[src/rtl/gcd_pkg.sv]
// Shared GCD sequencer types: default operand width and the sequencer state encoding.
// Latency: none (package only).
// Backpressure: n/a.
package gcd_pkg;

  localparam int unsigned GCD_WIDTH_DEFAULT = 16;

  typedef enum logic [2:0] {
    S_IDLE,
    S_LOAD_A,
    S_LOAD_B,
    S_WAIT,
    S_HOLD
  } gcd_state_e;

  // States in which the downstream engine sees an active start.
  function automatic logic engine_busy(input gcd_state_e s);
    return (s == S_LOAD_A) || (s == S_LOAD_B) || (s == S_WAIT);
  endfunction

endpackage

[src/rtl/gcd_timeout_ctr.sv]
// WAIT-cycle watchdog: counts enabled cycles from 0, flags the TIMEOUT-th one.
// Latency: expired is combinational on the cycle the count reaches TIMEOUT.
// Backpressure: none; clear has priority over enable.
module gcd_timeout_ctr #(
  parameter int unsigned TIMEOUT = 255
) (
  input  logic clk,
  input  logic rst_n,
  input  logic clear,
  input  logic enable,
  output logic expired
);

  localparam int unsigned CW = (TIMEOUT < 2) ? 1 : $clog2(TIMEOUT);
  localparam logic [CW-1:0] LIMIT = CW'(TIMEOUT - 1);

  logic [CW-1:0] count_q;
  logic [CW-1:0] count_d;

  assign expired = enable && !clear && (count_q == LIMIT);

  always_comb begin
    count_d = count_q;
    if (clear) begin
      count_d = '0;
    end else if (enable && !expired) begin
      count_d = count_q + 1'b1;
    end
  end

  always_ff @(posedge clk or negedge rst_n) begin
    if (!rst_n) begin
      count_q <= '0;
    end else begin
      count_q <= count_d;
    end
  end

endmodule

[src/rtl/gcd_operand_sequencer.sv]
// Feeds operand pairs serially to a GCD engine and holds its result; GCD_TIMEOUT_EN adds a WAIT watchdog.
// Latency: accept->out_valid 3+k cycles (k WAIT cycles), 1 cycle when an operand is zero.
// Backpressure: in_ready only in IDLE; result held in HOLD until out_ready.
module gcd_operand_sequencer
  import gcd_pkg::*;
#(
  parameter int unsigned WIDTH   = GCD_WIDTH_DEFAULT,
  parameter int unsigned TIMEOUT = 255
) (
  input  logic             clk,
  input  logic             rst_n,
  input  logic             in_valid,
  output logic             in_ready,
  input  logic [WIDTH-1:0] in_a,
  input  logic [WIDTH-1:0] in_b,
  output logic             gcd_start,
  output logic [WIDTH-1:0] gcd_data,
  input  logic             gcd_done,
  input  logic [WIDTH-1:0] gcd_result,
  output logic             out_valid,
  input  logic             out_ready,
  output logic [WIDTH-1:0] out_gcd,
  output logic             out_err
);

  gcd_state_e       state_q, state_d;
  logic [WIDTH-1:0] op_a_q, op_a_d;
  logic [WIDTH-1:0] op_b_q, op_b_d;
  logic [WIDTH-1:0] out_gcd_q, out_gcd_d;
  logic             out_err_d;
  logic             timeout_expired;

  assign in_ready  = (state_q == S_IDLE);
  assign out_valid = (state_q == S_HOLD);
  assign out_gcd   = out_gcd_q;

  always_comb begin
    state_d   = state_q;
    op_a_d    = op_a_q;
    op_b_d    = op_b_q;
    out_gcd_d = out_gcd_q;
    out_err_d = out_err;
    gcd_start = engine_busy(state_q);
    gcd_data  = '0;
    case (state_q)
      S_IDLE: begin
        if (in_valid) begin
          // gcd(x,0)=x and gcd(0,0)=0, so a zero operand never reaches the engine.
          if ((in_a == '0) || (in_b == '0)) begin
            out_gcd_d = in_a | in_b;
            out_err_d = 1'b0;
            state_d   = S_HOLD;
          end else begin
            op_a_d  = in_a;
            op_b_d  = in_b;
            state_d = S_LOAD_A;
          end
        end
      end
      S_LOAD_A: begin
        gcd_data = op_a_q;
        state_d  = S_LOAD_B;
      end
      S_LOAD_B: begin
        gcd_data = op_b_q;
        state_d  = S_WAIT;
      end
      S_WAIT: begin
        gcd_data = op_b_q;
        if (gcd_done) begin
          out_gcd_d = gcd_result;
          out_err_d = 1'b0;
          state_d   = S_HOLD;
        end else if (timeout_expired) begin
          out_gcd_d = '0;
          out_err_d = 1'b1;
          state_d   = S_HOLD;
        end
      end
      S_HOLD: begin
        if (out_ready) begin
          state_d = S_IDLE;
        end
      end
      default: state_d = S_IDLE;
    endcase
  end

  always_ff @(posedge clk or negedge rst_n) begin
    if (!rst_n) begin
      state_q   <= S_IDLE;
      op_a_q    <= '0;
      op_b_q    <= '0;
      out_gcd_q <= '0;
    end else begin
      state_q   <= state_d;
      op_a_q    <= op_a_d;
      op_b_q    <= op_b_d;
      out_gcd_q <= out_gcd_d;
    end
  end

`ifdef GCD_TIMEOUT_EN
  logic out_err_q;

  gcd_timeout_ctr #(
    .TIMEOUT (TIMEOUT)
  ) u_timeout_ctr (
    .clk     (clk),
    .rst_n   (rst_n),
    .clear   (state_q != S_WAIT),
    .enable  (state_q == S_WAIT),
    .expired (timeout_expired)
  );

  always_ff @(posedge clk or negedge rst_n) begin
    if (!rst_n) begin
      out_err_q <= 1'b0;
    end else begin
      out_err_q <= out_err_d;
    end
  end

  assign out_err = out_err_q;
`else
  // No watchdog: WAIT lasts until gcd_done and the error flag cannot be set.
  logic unused_cfg;
  assign timeout_expired = 1'b0;
  assign out_err         = 1'b0;
  assign unused_cfg      = out_err_d ^ (TIMEOUT == 0);
`endif

endmodule

[config.mk]
export PLATFORM = sky130hd
export DESIGN_NAME = gcd_operand_sequencer
export DESIGN_NICKNAME = d
export VERILOG_FILES = /design/src/rtl/gcd_pkg.sv /design/src/rtl/gcd_timeout_ctr.sv /design/src/rtl/gcd_operand_sequencer.sv
export SDC_FILE = /design/constraint.sdc
export NUM_CORES = 1
export LEC_CHECK = 0
export CAP_MARGIN = 20
export CELL_PAD_IN_SITES_DETAIL_PLACEMENT = 0
export CELL_PAD_IN_SITES_GLOBAL_PLACEMENT = 2
export CORE_UTILIZATION = 35
export CTS_BUF_LIST = sky130_fd_sc_hd__clkbuf_2 sky130_fd_sc_hd__clkbuf_4 sky130_fd_sc_hd__clkbuf_8
export CTS_CLUSTER_SIZE = 30
export DETAILED_ROUTE_END_ITERATION = 10
export DONT_BUFFER_PORTS = 1
export GPL_TIMING_DRIVEN = 0
export PLACE_DENSITY_LB_ADDON = 0.1
export SYNTH_ARGS = -nofsm -noshare
export SYNTH_HDL_FRONTEND = slang
export SYNTH_SLANG_ARGS = --single-unit
[constraint.sdc]
create_clock -name clk -period 1.74 [get_ports clk]
set_input_delay 0.348 -clock clk [delete_from_list [all_inputs] [get_ports clk]]
set_output_delay 0.348 -clock clk [all_outputs]
set_load 0.05 [all_outputs]
== Word level (Yosys, flattened, before mapping) ==
Index checks and enable logic that the tools add are counted.
Word-level totals
  bits in registers: 51
  input bits: 53
  output and inout port bits: 36
  word-level logic and storage cells: 35
Operators by class
  equality and inequality tests: 8
  mux-type cells: 10
  bitwise operators: 2
  reductions and logical operators: 11
Operators with widths (number)
  case mux 16 bit (2 select lines): 2
  2-to-1 mux 16 bit: 3
  zero test 16 bit: 2
  bitwise OR 16 bit: 1
  case mux 3 bit (5 select lines): 1
  2-to-1 mux 3 bit: 4
  equality test 3 x 2 -> 1 bit (second input constant): 2
  AND reduction 3 bit: 2
  inequality test 2 x 1 -> 1 bit (second input constant): 2
  inequality test 2 bit (second input constant): 2
  AND reduction 4 bit: 1
  equality test 3 x 1 -> 1 bit (second input constant): 1
  equality test 3 bit (second input constant): 1
  zero test 3 bit: 1
  logical OR 1 bit: 3
  nonzero test 2 bit: 1
  OR reduction 2 bit: 1
  NOT 1 bit: 1

== Depth between registers and ports, before layout ==
Gate-level depths: netlist (run 1).
  depth after elaboration: 5
  mapped depth: 7
  depth with buffers taken out: 4

== Worst setup path before layout (run 1) ==
No wires, ideal clock.
  path type: register to output
  start point: register state_q[2]
  end point: output gcd_data[0]
  arrival: 1636 ps
  data required time: 1392 ps
  path slack: -244 ps
  cell stages (with the launch flop): 5
  path buffers: 2
  cell sequence: dfrtp_1 > buf_4 > nor3b_2 > clkbuf_1 > a22o_1
On the way
  longest elaborated chain between the ends: 3
  elaborated cells between the ends (all ways): 5
  those cells by class: eq/ne: 3; mux: 1; reduce/logical: 1
Ends and longest elaborated chain
  from (decl): RTL line gcd_operand_sequencer.sv:26  | gcd_state_e state_q, state_d;
  from (signal assigned): RTL line gcd_operand_sequencer.sv:96  | state_q <= state_d;
  equality test 3 x 2 -> 1 bit: RTL line gcd_operand_sequencer.sv:45  | case (state_q)
  OR reduction 2 bit (no source line)
  case mux 16 bit (2 select lines) (*): RTL line gcd_operand_sequencer.sv:45
  to (decl): RTL line gcd_operand_sequencer.sv:17  | output logic [WIDTH-1:0] gcd_data,
Every way passes the cells marked *; elsewhere a longest branch is shown, timed or not.

== Worst setup path after layout (run 1) ==
  start point: register state_q[0]
  end point: register out_gcd_q[13], in the netlist out_gcd[13]
On the way
  longest elaborated chain between the ends: 3
  elaborated cells between the ends (all ways): 8
  those cells by class: eq/ne: 4; mux: 1; reduce/logical: 3
Ends and longest elaborated chain
  equality test 3 x 2 -> 1 bit / zero test 3 bit (equally long branches): RTL line gcd_operand_sequencer.sv:45
  inequality test 2 bit (no source line) (tied with other cells)
  AND reduction 4 bit (no source line)
  to (signal assigned): RTL line gcd_operand_sequencer.sv:99  | out_gcd_q <= out_gcd_d;
  to (decl): RTL line gcd_operand_sequencer.sv:29  | logic [WIDTH-1:0] out_gcd_q, out_gcd_d;
Parallel ways exist; a longest one is shown, timed or not.
A chain may end at the register's enable or synchronous reset.

==> results of run 1 <==
## critical path: cells and delay by family (launching register included)
kind / cells / cell delay [ns]
multiplexers: 1 / 0.29
buffers and inverters: 4 / 0.50
AND/OR/NAND/NOR: 1 / 0.28
AO/OA/AOI/OAI: 2 / 0.33
flip-flops: 1 / 0.39
## cell type report
type | instances | area (sq um)
Fill cell | 644 | 3630
Multi-Input combinational cell | 142 | 1350
Tap cell | 96 | 120
Timing Repair Buffer | 19 | 251
Buffer | 14 | 175
Sequential cell | 51 | 1280
Inverter | 1 | 3.75
Clock buffer | 5 | 68.8
Clock inverter | 2 | 37.5
## Yosys cell counts (all sizes together)
library cell / number
dfrtp: 51
mux2: 48
nor2: 34
a21oi: 17
a22o: 16
buf: 9
nor4: 8
clkbuf: 5
a31oi: 2
nand2: 2
nand3: 2
nand4: 2
nor3: 2
a21o: 1
and2: 1
and3: 1
conb: 1
inv: 1
nand3b: 1
nand4b: 1
nor2b: 1
nor3b: 1
nor4b: 1
## worst max-delay path by stage
stage	start	end	slack, ns
after global placement	in_b[8]	out_gcd[10]	-0.38
after floorplan	state_q[2]	gcd_data[0]	-0.03
after CTS	state_q[0]	gcd_data[11]	-0.19
after detailed placement	in_b[8]	op_a_q[9]	-0.42
after global routing	state_q[0]	out_gcd[11]	-0.22
final	state_q[0]	out_gcd[13]	-0.17
## metrics by stage
stage               setup TNS (ns)  power [W]  hold slack (ns)  worst slack, ns
floorplan                   -0.307    0.00551           0.0524          -0.0341
global placement            -21.09    0.00588           0.0538           -0.384
detailed placement          -22.39    0.00597           0.0541           -0.418
CTS                          -7.64    0.00763            0.180           -0.188
global route                -10.07    0.00803            0.163           -0.218
finish                       -7.15    0.00767            0.182           -0.172
## cell families after synthesis
kind of cell | share of synthesized area [%]
AO/OA/AOI/OAI | 10.3
buffers and inverters | 4.66
flip-flops | 50.1
multiplexers | 22.5
other | 0.147
AND/OR/NAND/NOR | 12.3
## power breakdown
group | total [W] | switching (W) | internal [W]
clock network | 0.000812 | 0.000392 | 0.000421
logic | 0.00399 | 0.00218 | 0.00181
registers | 0.00287 | 0.00110 | 0.00177
## metal layers
metal  up-vias  wire length (um)  GRT usage, %
met5         -                 0             0
met3         9               522          5.88
met4         0               128          5.96
met2        70              3310          31.4
li1        800                 -             -
met1       872              3090          25.6
## flip-flops by register name, summed over array words and instances, names as in the netlist
signal	cells
state_q	3
op_b_q	16
op_a_q	16
out_gcd	16
## timing repair
action	4_1_cts	5_1_grt
hold buffers	2	0
pin swaps	18	6
setup buffers	13	1
hold endpoints to repair	51	0
resized for setup	48	15
cloned	3	0
setup endpoints to repair	65	68
==> impl_results.md, run 1 <==
* Status: finished, violations left
* Failing checks: setup timing
* First-pass GRT wire length at 10,900 um
* Mean Syn Cell Area at between 10 and 15 sq um
* # setup viols final at 66
* Worst Hold Class: primary input to register
* Max Fclk at approximately 520 MHz
* Worst Slack Setup Final at -0.172 ns
* Final Core Density at 47.5%
* Syn nets at approximately 260
* Placed cell areas at about 2700 sq um
* Commonest cells after routing, fill and taps aside: dfrtp_1 (51), nor2_1 (33), mux2_2 (32), a21oi_1 (17), mux2_4 (16)
* Hold path endpoint: op_a_q[8]
* IO Port Bufs at 0
* Slew Viols, Final at 0
* Top-area cell type share of the netlist area at roughly 50%
* Fin. Hold Viols at 0
* Clk Latency, worst-skew pair at between 0.3 and 0.4 ns
* Largest net degree at the start of global routing at 52
* Slew HR at ~44%
* Clock buffer depth at 2
* Synthesized area at 2550 sq um
* Yosys warnings at 0
* Peak supply drop at approximately 0.74 mV
* Via Count at about 1,800
* GRT Total Usage at between 10% and 20%
* Worst reg2reg endpoint: out_gcd[13]
* Reg2Reg Depth at 8
* Critical path launch point type: register
* Layout cell share with drive strength beyond 1 at 49.6%
* WL/cell at between 20 and 25 um
* Grt ovf at 0
* R2R setup slack at -0.17 ns
* CTS tree: yes
* Initial antenna violation count at 0
* Required time worst endpoint at around 2.0 ns
* Die Width at around 87 um
* Max-Cap Viols at 0
* Yosys cell types at 30
* Max incr delay on CP at between 0.3 and 0.4 ns
* Nets@finish at between 200 and 300
* Slew at the pin with the worst max-slew slack at roughly 0.83 ns
* Tcrit/Tclk final at 110%
* Clock transition at path regs at about 0.1 ns
* CTS buffer count at 5
* Fin crit period at around 1.9 ns
* Sequential area share after synthesis at between 50% and 60%
* FP Rows at 30
* Hold Path Depth at 1
* Pwr dens at approximately 2300 nW/um^2
* Worst-path cell chain: buf_6 > buf_6 > nor4b_4 > a31oi_2 > a31oi_4 > buf_12 > buf_12 > mux2_4
* Ant diodes at 0
* Core ar. at 6910 sq um
* DRC at 0
* Total wire length at roughly 7000 um
* # placed instances at slightly above 300
* WS Path Type: register to register
* Final Instance Area at between 3000 and 4000 sq um
* Initial core utilization at a little under two fifths
* Worst setup EP type: register
* DRT Pass-1 Iters at 4
* RD Place Congestion at ~0.75
* Static leakage at about 1.4 nW
* Fin cells at 330
* P&R area growth vs syn at 28.7%
* DP HPWL at 5040 um
* CP max-delay cell: dfrtp_1
* FF+latch count, synth at a little over 50
* DRT antenna net count at 0
* H-tree Lvls at 2
* Syn Inst Count at about 210
* Die area at 7630 sq um
* CTS Root Cell: clkbuf_8
* Chip Height at between 80 and 90 um
* Worst EP arrival at 2.12 ns
* Vias in the first global route at between 1,500 and 2,000
* CTS Sinks at 51
* I/O pin count at 89
* HP Start: in_a[8]
* Unrepaired setup endpoints after global routing: yes
* Synth area leader: dfrtp_1
* Most common cell after layout, fill and taps aside: dfrtp_1
* R2r startpoint: state_q[0]
* Synth top area cells: dfrtp_1 (50%), mux2_2 (17%), a22o_1 (5.5%), mux2_4 (5.3%), nor2_1 (5.0%)
* CP max FO at 7
* Vias per std cell at about 5.3
* Initial DRC count at 97
* Clock Skews at 0.00820 ns
No activity file was read; power rests on OpenSTA's default activity.
==> run 2, diff against run 1 <==
Clock period 1.74 ns to 2 ns, I/O delays scaled along.
==> run 2 against run 1 <==
Net effect: the run still ends with setup timing left; flip-flop and latch count did not move; sequential power fell by 13%; total power fell by 15%; critical path depth fell by 3; die area did not move; non-clock buffer count fell by 8; critical path type is now register to output pin.
==> impl_results.md, run 2 (same netlist as run 1, synthesis figures left out) <==
* Worst Slack Setup Final at -0.0104 ns (+0.161 ns)
* WL/cell at 21.7 um (+1.5%)
* Via Count at 1,708 (-2.5%)
* Crit path from: state_q[2]
* Total wire length at 7010 um (-0.65%)
* # setup viols final at 10 (-85%)
* H-tree Lvls at 2 (unchanged)
* IO Port Bufs at 0 (unchanged)
* Layout cell share with drive strength beyond 1 at 44.9% (-4.6 points)
* Required time worst endpoint at 1.60 ns (-0.35 ns)
* I/O pin count at 89 (unchanged)
* Clock buffer depth at 2 (unchanged)
* DP HPWL at 5160 um (+2.4%)
* Initial core utilization at 36.9% (unchanged)
* CTS Sinks at 51 (unchanged)
* Die Width at 87.3 um (unchanged)
* Critical path launch point type: register
* Vias in the first global route at 1,929 (-1.8%)
* WS Path Type: register to output pin
* DRC at 0 (unchanged)
* Initial antenna violation count at 0 (unchanged)
* Grt ovf at 0 (unchanged)
* CTS buffer count at 5 (unchanged)
* HP Start: in_a[8]
* Ant diodes at 0 (unchanged)
* Chip Height at 87.3 um (unchanged)
* P&R area growth vs syn at 21.8%
* Max-Cap Viols at 0 (unchanged)
* Initial DRC count at 54 (-44%)
* Fin. Hold Viols at 0 (unchanged)
* Tcrit/Tclk final at 101%
* Minimum hold slack at 0.228 ns (+0.0452 ns)
* Slew at the pin with the worst max-slew slack at 0.873 ns (+0.0393 ns)
* Final Core Density at 44.9% (-2.6 points)
* Setup_tns at -0.0357 ns (+7.11 ns)
* DRT Pass-1 Iters at 4 (unchanged)
* Failing checks: setup timing
* Pwr dens at 2090 nW/um^2 (-10%)
* Fin crit period at between 2 and 2.5 ns
* Largest net degree at the start of global routing at 52 (unchanged)
* RD Place Congestion at 0.736 (-1.7%)
* Status: finished, violations left
* FP Rows at 30 (unchanged)
* Unrepaired setup endpoints after global routing: yes
* Max Fclk at 497 MHz
* Most common cell after layout, fill and taps aside: dfrtp_1
* Peak supply drop at 0.617 mV (-16%)
* Worst EP arrival at 1.61 ns (-0.51 ns)
* DRT antenna net count at 0 (unchanged)
* Core ar. at 6910 sq um (unchanged)
* Clk Latency, worst-skew pair at 0.31 ns (about the same)
* Slew HR at 41.6% (-2.5 points)
* CTS Root Cell: clkbuf_8
* Worst Hold Class: primary input to register
* Commonest cells after routing, fill and taps aside: dfrtp_1 (51), mux2_2 (39), nor2_1 (34), a21oi_1 (17), a22o_4 (16)
* Nets@finish at 279 (-2.8%)
* CP max FO at 9 (+2)
* Die area at 7630 sq um (unchanged)
* Clock Skews at 0.00911 ns (+0.000910 ns)
* Static leakage at 1.33 nW (-6.5%)
* CTS tree: yes
* Clock transition at path regs at 0.10 ns (about the same)
* Vias per std cell at 5.29 (-0.34%)
* GRT Total Usage at 19.2% (-0.43 points)
* First-pass GRT wire length at 10,600 um (-2.8%)
* R2r startpoint: state_q[1]
* Slew Viols, Final at 0 (unchanged)
* Worst setup EP type: output pin
* Power Total at 0.00650 W (-15%)
run 2: path summary, 6_finish.rpt:
| kind | endpoint | cells past startpoint | slack [ns] |
|---|---|---|---|
| setup / recovery | gcd_data[9] | 5 | -0.01 |
| hold / removal | op_a_q[8] | 1 | 0.23 |
| setup reg to reg | out_gcd[4] | 7 | 0.13 |
| hold reg to reg | op_a_q[15] | 1 | 0.54 |
| max in group asynchronous | out_gcd[0] | 2 | 1.17 |
| min in group asynchronous | op_a_q[8] | 2 | 0.60 |
run 2: per-layer routing:
| layer | global-route usage, % | routed length [um] | up-vias |
|---|---|---|---|
| li1 | - | - | 783 |
| met1 | 25.5 | 3140 | 854 |
| met2 | 30.3 | 3260 | 62 |
| met3 | 4.93 | 472 | 9 |
| met4 | 6.86 | 132 | 0 |
| met5 | 0 | 0 | - |
run 2: worst max-delay path, cell delays in order, from the launching register on:
cell and delay, ns:
dfrtp_1 0.38, buf_6 0.15, nor3b_4 0.24, buf_6 0.16
clkbuf_16 0.14, a22o_4 0.22
run 2: per-stage QoR:
step | cells | instance area [sq um] | setup slack [ns]
global route | 323 | 3100 | -0.0587
floorplan | 208 | 2570 | 0.0946
global placement | 304 | 2690 | -0.363
detailed placement | 304 | 2690 | -0.415
finish | 323 | 3100 | -0.0104
CTS | 319 | 3040 | -0.00848
run 2: cell type report:
cell class                 count  area [sq um]
fill                         655          3800
multi-input combinational    142          1310
sequential                    51          1280
buffer                        14           156
timing repair buffer          11           126
tap                           96           120
clock buffer                   5          68.8
clock inverter                 3          47.5
inverter                       1          3.75
run 2: power by group:
group	internal, W	switching [W]	total, W
Combinational	0.00139	0.00185	0.00324
Sequential	0.00154	0.000965	0.00251
Clock	0.000380	0.000372	0.000752
run 2: what timing repair did:
| action | 4_1_cts | 5_1_grt |
|---|---|---|
| pin swaps | 11 | 1 |
| resized for setup | 32 | 4 |
| setup buffers | 4 | 4 |
| hold endpoints to repair | 51 | 0 |
| hold buffers | 2 | 0 |
| cloned | 1 | 0 |
| setup endpoints to repair | 17 | 24 |
==> run 3, diff against run 2 <==
Settings changed: SYNTH_HIERARCHICAL from default to 1.
==> results of run 3 <==
Final layout, timing and power as in run 2 (identical DEF).
Main changes from that run: Yosys warning count 0 -> 6
